[config.mk]
export PLATFORM = sky130hd
export DESIGN_NAME = fetch_unit
export DESIGN_NICKNAME = d
export VERILOG_FILES = /design/src/rtl/cpu_types_pkg.sv /design/src/rtl/fetch_ifid_reg.sv /design/src/rtl/fetch_unit.sv
export SDC_FILE = /design/constraint.sdc
export NUM_CORES = 1
export LEC_CHECK = 0
export BUFFER_PORTS_ARGS = -buffer_cell sky130_fd_sc_hd__buf_2
export CAP_MARGIN = 5
export CORE_MARGIN = 8
export CORE_UTILIZATION = 25
export CTS_CLUSTER_SIZE = 12
export DETAILED_ROUTE_END_ITERATION = 10
export SETUP_SLACK_MARGIN = 0.1
export SYNTH_ARGS = -nofsm -noshare
export SYNTH_HDL_FRONTEND = slang
export SYNTH_SLANG_ARGS = --single-unit
export TNS_END_PERCENT = 5
[constraint.sdc]
create_clock -name CLK -period 5.9 [get_ports CLK]
set_input_delay 0.295 -clock CLK [delete_from_list [all_inputs] [get_ports CLK]]
set_output_delay 0.295 -clock CLK [all_outputs]
set_load 0.03 [all_outputs]
[src/rtl/cpu_types_pkg.sv]
// Shared MIPS pipeline types: machine word, fetch FSM states, instruction byte width.
package cpu_types_pkg;

    typedef logic [31:0] word_t;

    typedef enum logic [1:0] {
        FETCH  = 2'd0,
        HOLD   = 2'd1,
        HALTED = 2'd2
    } fetch_state_t;

    localparam word_t WBYTES = 32'd4;

    function automatic word_t next_pc(input word_t pc);
        return pc + WBYTES;
    endfunction

endpackage

[src/rtl/fetch_ifid_reg.sv]
// IF/ID pipeline register holding the instruction, its PC+4 and a valid flag.
// Latency: one cycle from load to outputs.
// Backpressure: holds contents whenever no control is asserted.
module fetch_ifid_reg
    import cpu_types_pkg::*;
(
    input  logic  CLK,
    input  logic  RST,
    input  logic  load,
    input  logic  bubble,
    input  logic  flush,
    input  word_t load_instr,
    input  word_t load_npc,
    output word_t instr,
    output word_t npc,
    output logic  instr_valid
);

    // flush clears everything; bubble keeps npc so decode sees a clean NOP slot
    always_ff @(posedge CLK) begin
        if (RST || flush) begin
            instr       <= '0;
            npc         <= '0;
            instr_valid <= 1'b0;
        end else if (bubble) begin
            instr       <= '0;
            instr_valid <= 1'b0;
        end else if (load) begin
            instr       <= load_instr;
            npc         <= load_npc;
            instr_valid <= 1'b1;
        end
    end

endmodule

[src/rtl/fetch_unit.sv]
// Instruction fetch: PC, imem request, one-entry hold buffer, IF/ID register, delivery counter.
// Latency: instruction on instr one cycle after the edge with ihit (one instruction per cycle).
// Backpressure: stall parks a hit in the hold buffer and suspends requests until released.
module fetch_unit
    import cpu_types_pkg::*;
#(
    parameter word_t PC_INIT = 32'h0000_0000
)(
    input  logic  CLK,
    input  logic  RST,
    output logic  imemREN,
    output word_t imemaddr,
    input  logic  ihit,
    input  word_t imemload,
    input  logic  stall,
    input  logic  redirect,
    input  word_t redirect_pc,
    input  logic  halt,
    output word_t instr,
    output word_t npc,
    output logic  instr_valid,
    output word_t fetch_count
);

    fetch_state_t state;
    word_t        pc;
    word_t        hbuf_instr;
    word_t        hbuf_npc;

    logic  active;
    logic  ifid_load;
    logic  ifid_bubble;
    logic  ifid_flush;
    word_t ifid_instr;
    word_t ifid_npc;

    assign imemREN  = (state == FETCH) && !RST;
    assign imemaddr = pc;

    assign active      = (state != HALTED);
    assign ifid_flush  = active && redirect;
    assign ifid_bubble = active && !redirect &&
                         (halt || ((state == FETCH) && !ihit && !stall));
    assign ifid_load   = active && !redirect && !halt &&
                         (((state == FETCH) && ihit && !stall) ||
                          ((state == HOLD) && !stall));
    assign ifid_instr  = (state == HOLD) ? hbuf_instr : imemload;
    assign ifid_npc    = (state == HOLD) ? hbuf_npc   : next_pc(pc);

    always_ff @(posedge CLK) begin
        if (RST) begin
            state       <= FETCH;
            pc          <= PC_INIT;
            hbuf_instr  <= '0;
            hbuf_npc    <= '0;
            fetch_count <= '0;
        end else if (active) begin
            if (redirect) begin
                state      <= FETCH;
                pc         <= {redirect_pc[31:2], 2'b00};
                hbuf_instr <= '0;
                hbuf_npc   <= '0;
            end else if (halt) begin
                state <= HALTED;
            end else if (state == FETCH) begin
                if (ihit) begin
                    pc <= next_pc(pc);
                    if (stall) begin
                        hbuf_instr <= imemload;
                        hbuf_npc   <= next_pc(pc);
                        state      <= HOLD;
                    end else begin
                        fetch_count <= fetch_count + 32'd1;
                    end
                end
            end else if (!stall) begin
                // pc already points past the buffered word, so requests resume without refetch
                fetch_count <= fetch_count + 32'd1;
                state       <= FETCH;
            end
        end
    end

    fetch_ifid_reg u_ifid (
        .CLK         (CLK),
        .RST         (RST),
        .load        (ifid_load),
        .bubble      (ifid_bubble),
        .flush       (ifid_flush),
        .load_instr  (ifid_instr),
        .load_npc    (ifid_npc),
        .instr       (instr),
        .npc         (npc),
        .instr_valid (instr_valid)
    );

endmodule

==> results of run 1 <==
flip-flops by register name, summed over array words and instances, names as in the netlist:
signal and count:
u_ifid.instr 32, imemaddr 30, u_ifid.npc 31, u_ifid.instr_valid 1
state 2, fetch_count 32, hbuf_instr 32, hbuf_npc 31
routing by layer:
metal  routed length [um]  up-vias
met3                 2697       50
met2                12870      255
met5                   88        -
li1                     -     4128
met1                13810     4023
met4                  638       14
power breakdown:
part	switching (mW)	internal [mW]	leakage (nW)
sequential	0.0405	1.31	1.55
combinational	0.206	0.0842	2.28
clock	0.565	0.646	0.293
total	0.812	2.04	4.12
logic make-up after synthesis:
family                     synth area share (%)
AOI/OAI and AO/OA                         17.88
DFF                                       43.86
buffers and inverters                     4.779
and+or+nand+nor                           27.14
adders and majority gates                0.2870
muxes                                    0.6889
other                                   0.04301
xor gates and xnor gates                  5.324
stage by stage:
stage	setup slack, ns	instance area (sq um)	utilization (%)
after global placement	3.128	10020	29.09
final	3.133	10620	30.81
after detailed placement	3.051	10020	29.09
after floorplan	3.663	8722	-
after global routing	2.883	10620	30.81
after CTS	3.102	10620	30.81
layout make-up:
type	instances	area share, %
multi-input combinational	787	42.70
sequential	191	36.02
timing repair buffer	207	10.06
tap	455	5.362
clock buffer	18	4.137
clock inverter	14	1.438
inverter	8	0.2829
final timing paths:
kind / to / slack [ns] / depth (start not counted)
hold reg to reg: hbuf_npc[21] / 0.45 / 2
hold / removal: u_ifid.instr[23] / 0.12 / 3
setup / recovery: u_ifid.npc[24] / 3.13 / 5
setup reg to reg: u_ifid.npc[24] / 3.13 / 5
critical path, delay by kind of cell (launching register included):
family          cells  cell delay [ns]
flops               1             0.66
simple gates        3             1.03
compound gates      2             0.90
cell usage after synthesis, drive strengths merged (5+ instances only):
cell type  instances  share of area, %
o211ai             7              0.60
a311oi            33               3.3
nand2            178               7.7
and3              25               1.8
a31oi             13              0.93
nor4              13               1.7
o21ai             55               3.2
xnor2             20               2.0
nor3              26               1.7
inv                8              0.34
nand3             33               1.9
xor2              33               3.3
a32oi              8              0.80
and4               5              0.50
a22oi              7              0.60
buf               13              0.85
dfxtp            191                44
nor2             104               4.5
clkbuf            83               3.6
a21oi             84               4.8
nand4             56               4.4
o22ai             14               1.0
and2               5              0.36
or3               10              0.72
mux2i              6              0.69
==> run summary, run 1 <==
ys flop type = dfxtp_1
CTS buffer count = 17
area occupied by multi-input gates = 4533 sq um
final setup violation count = 0
Data required, critical path = 6.17 ns
met1 track demand over resource = 18.86%
Worst Setup SP = state[0]
Die Ht = 202.7 um
vias in the first global route = 7982
minimum clock period = 2.767 ns
post-CTS setup buffer count = 0
CP Launch Type = flip-flop
global-route wire length before repair = 46600 um
P&R area growth vs syn = 21.77%
worst hold start = imemload[23]
Post-DRT Antenna Nets = 0
CP cell instances = nand2b_2, a21o_1, nor2_2, nand2_1, o22ai_1
status = completed
layout cells sized above 1 = 21.71%
Critical Path Slowest Stage Cell = a21o_1
cts hold-fix bufs = 0
peak supply drop = 0.2106 mV
Post-Route Skew = 0.01287 ns
Post-Syn Instances = 1081
critical path capture point type = flip-flop
Die X = 202.7 um
Critical R2R Launch = state[0]
Post-Layout Cell Count = 1680
RSZ-0062 raised after global routing = no
register area = 3824 sq um
static leakage = 4.117 nW
clock latency on the worst-skew pair = 0.44 ns
PortBufs = 195
Max Cap Viol = 0
All-Layer GR Usage = 14.23%
CTS tree = yes
Final Max Tran Viols = 0
gr busiest metal = met2
register area share after synthesis = 43.86%
Synth cell types = 61
share of flip-flops with an asynchronous set or reset = 0%
pwr dens = 268.9 nW/um^2
initial antenna violation count = 7
Ys Warns = 0
deepest clock path buffer count = 2
Ports = 200
crit-path max cell delay = 0.74 ns
Syn Area/Cell = 8.065 sq um
Initial Util = 25.30%
Post-synth EDFFs = 0
detail-routed net length per standard cell = 17.92 um
DR iter-0 viols = 577
# clock sinks = 191
Inst Count DP = 1648
Fmax achieved = 361.4 MHz
period utilization = 46.89%
Hold Vio Cnt, Final = 0
Layout Nets = 1284
Post-route DRC = 0
total power = 2.855 mW
WL final = 30110 um
Core Region = 34460 sq um
vias = 8470
most common cell after layout, fill and taps aside = buf_2
met3 usage = 5.467%
die area = 41110 sq um
n_diodes = 0
Crit Path Max Fanout = 25
GR Overflow Total = 0
Initial DRT Pass Iterations = 6
setup_tns = 0 ns
post-CTS resize count = 0
# fillers = 3701
Clk Tree Root Cell = clkbuf_16
GPL Wtd Cong = 0.8485
Slew @ Worst Pin = 1.014 ns
routed vias/inst = 5.042
hold slack = 0.1220 ns
H-tree Lvls = 4
met2 Track Usage GR = 20.70%
Yosys reg bits = 191
largest net degree at the start of global routing = 82
Tightest Hold Check Type = input port to flip-flop
row cnt = 68
hpwl dp = 20700 um
post-synthesis cell area = 8718 sq um
commonest non-fill, non-tap cells in the layout = 194 x buf_2, 191 x dfxtp_1, 178 x nand2_1, 103 x nor2_1, 84 x a21oi_1
crit path DAT = 3.04 ns
Rel. slew slack = 32.38%
clock transition at the registers of the reported paths = 0.08 ns
critical path class = flip-flop to flip-flop
(Power assumes the default switching activity.)
==> run 2: changes to the inputs <==
Clock period 5.9 ns to 2.61 ns, I/O delays scaled along.
==> run 2 against run 1 <==
Compared with the run above:
- wire length is 3.1% higher
- register-to-register slack lost 2.8 ns
- clock skew down 0.0045 ns
- fmax up 20%
- largest cell class unchanged
- largest power group unchanged
==> run summary, run 2 (synthesis results as in run 1) <==
status = completed
Ports = 200
Post-route DRC = 0
Slew @ Worst Pin = 0.8128 ns
Tightest Hold Check Type = input port to flip-flop
clock power share = 41.3%
critical path class = flip-flop to flip-flop
crit path DAT = 2.68 ns
PortBufs = 195
Rel. slew slack = 45.82%
vias = 8661
setup_tns = 0 ns
Core Region = 34460 sq um
Data required, critical path = 2.98 ns
cts hold-fix bufs = 44
total power = 6.472 mW
Post-DRT Antenna Nets = 0
period utilization = 88.68%
DR iter-0 viols = 502
minimum clock period = 2.315 ns
final setup violation count = 0
Layout Nets = 1350
GPL Wtd Cong = 0.8555
post-CTS setup buffer count = 0
critical path capture point type = flip-flop
pwr dens = 574.7 nW/um^2
deepest clock path buffer count = 2
largest net degree at the start of global routing = 71
detail-routed net length per standard cell = 17.76 um
commonest non-fill, non-tap cells in the layout = 194 x buf_2, 191 x dfxtp_1, 178 x nand2_1, 103 x nor2_1, 84 x a21oi_1
H-tree Lvls = 4
layout cells sized above 1 = 22.31%
Hold Vio Cnt, Final = 0
routed vias/inst = 4.955
crit-path max cell delay = 0.56 ns
CP Launch Type = flip-flop
Setup WS post-layout = 0.2954 ns
clock transition at the registers of the reported paths = 0.07 ns
Buf/Inv on CP = 0
# clock sinks = 191
Int Pwr = 4.605 mW
# fillers = 3639
initial antenna violation count = 5
post-place setup slack = 0.3412 ns
Clk Tree Root Cell = clkbuf_16
Max Cap Viol = 0
Combinational Power Share = 11.7%
Initial DRT Pass Iterations = 6
row cnt = 68
WL final = 31050 um
sequential share of power = 47.0%
switching share of total power = 28.85%
most common cell after layout, fill and taps aside = buf_2
All-Layer GR Usage = 14.76%
Crit Path Max Fanout = 8
Largest regs = fetch_count (32), hbuf_instr (32), u_ifid.instr (32)
Fmax achieved = 432.0 MHz
GR Overflow Total = 0
vias in the first global route = 8254
static leakage = 4.423 nW
die area = 41110 sq um
Placed Instance Area = 10230 sq um
Initial Util = 25.30%
family with the most delay on the worst path = simple AND/OR/NAND/NOR gates
CTS tree = yes
Die Ht = 202.7 um
post-CTS resize count = 0
Die X = 202.7 um
clock latency on the worst-skew pair = 0.44 ns
RSZ-0062 raised after global routing = no
hpwl dp = 21620 um
P&R area growth vs syn = 29.16%
Final Max Tran Viols = 0
CTS buffer count = 17
CP cell instances = nand4_2, nor4_4, nand4_1, or4_1, a31oi_1
Critical Path Slowest Stage Cell = nor4_4
global-route wire length before repair = 48450 um
Post-Route Skew = 0.008394 ns
hold slack = 0.03947 ns
Finished Cell Area = 11260 sq um
Switch Pwr = 1.867 mW
peak supply drop = 0.4305 mV
-- run 2: path summary, 6_finish.rpt --
check                        from      endpoint  slack [ns]  cells past startpoint
setup / recovery      imemaddr[4]  imemaddr[30]        0.30                      5
hold / removal    redirect_pc[24]  imemaddr[24]        0.04                      4
setup reg to reg      imemaddr[4]  imemaddr[30]        0.30                      5
hold reg to reg      hbuf_npc[31]  hbuf_npc[31]        0.45                      2
-- run 2: power by group through the flow --
stage | logic (mW) | clock network, mW | registers (mW)
2_1_floorplan | 0.345 | 0 | 3.18
3_3_place_gp | 0.696 | 0 | 3.11
3_5_place_dp | 0.700 | 0 | 3.11
4_1_cts | 0.753 | 2.77 | 3.04
5_1_grt | 0.818 | 2.87 | 3.05
6_report | 0.756 | 2.67 | 3.04
-- run 2: layer usage --
metal	GRT usage, %	routed length (um)	vias to the layer above
met2	22.33	13690	294
met4	3.937	554	6
met5	0	36	-
met3	5.324	2428	39
li1	-	-	4255
met1	19.59	14330	4067
-- run 2: area by class of cell --
class / instances / area (sq um) / share of cell area [%]
multi-input combinational: 787 / 4533 / 40.26
sequential: 191 / 3824 / 33.96
timing repair buffer: 273 / 1712 / 15.20
tap: 455 / 569.3 / 5.056
clock buffer: 18 / 439.2 / 3.900
clock inverter: 14 / 148.9 / 1.322
inverter: 8 / 30.03 / 0.2667
antenna: 2 / 5.005 / 0.04444
-- run 2: stage by stage --
| step | std cells | utilization (%) |
|---|---|---|
| 2_1_floorplan | 1082 | - |
| 3_3_place_gp | 1670 | 29.68 |
| 3_5_place_dp | 1670 | 29.68 |
| 4_1_cts | 1746 | 32.67 |
| 5_1_grt | 1748 | 32.68 |
| 6_report | 1748 | 32.68 |
-- run 2: tightest hold or removal path, cell delays in order --
cell and delay [ns]:
buf_2 0.10, nand2_1 0.05, a21o_1 0.10, a21oi_1 0.05
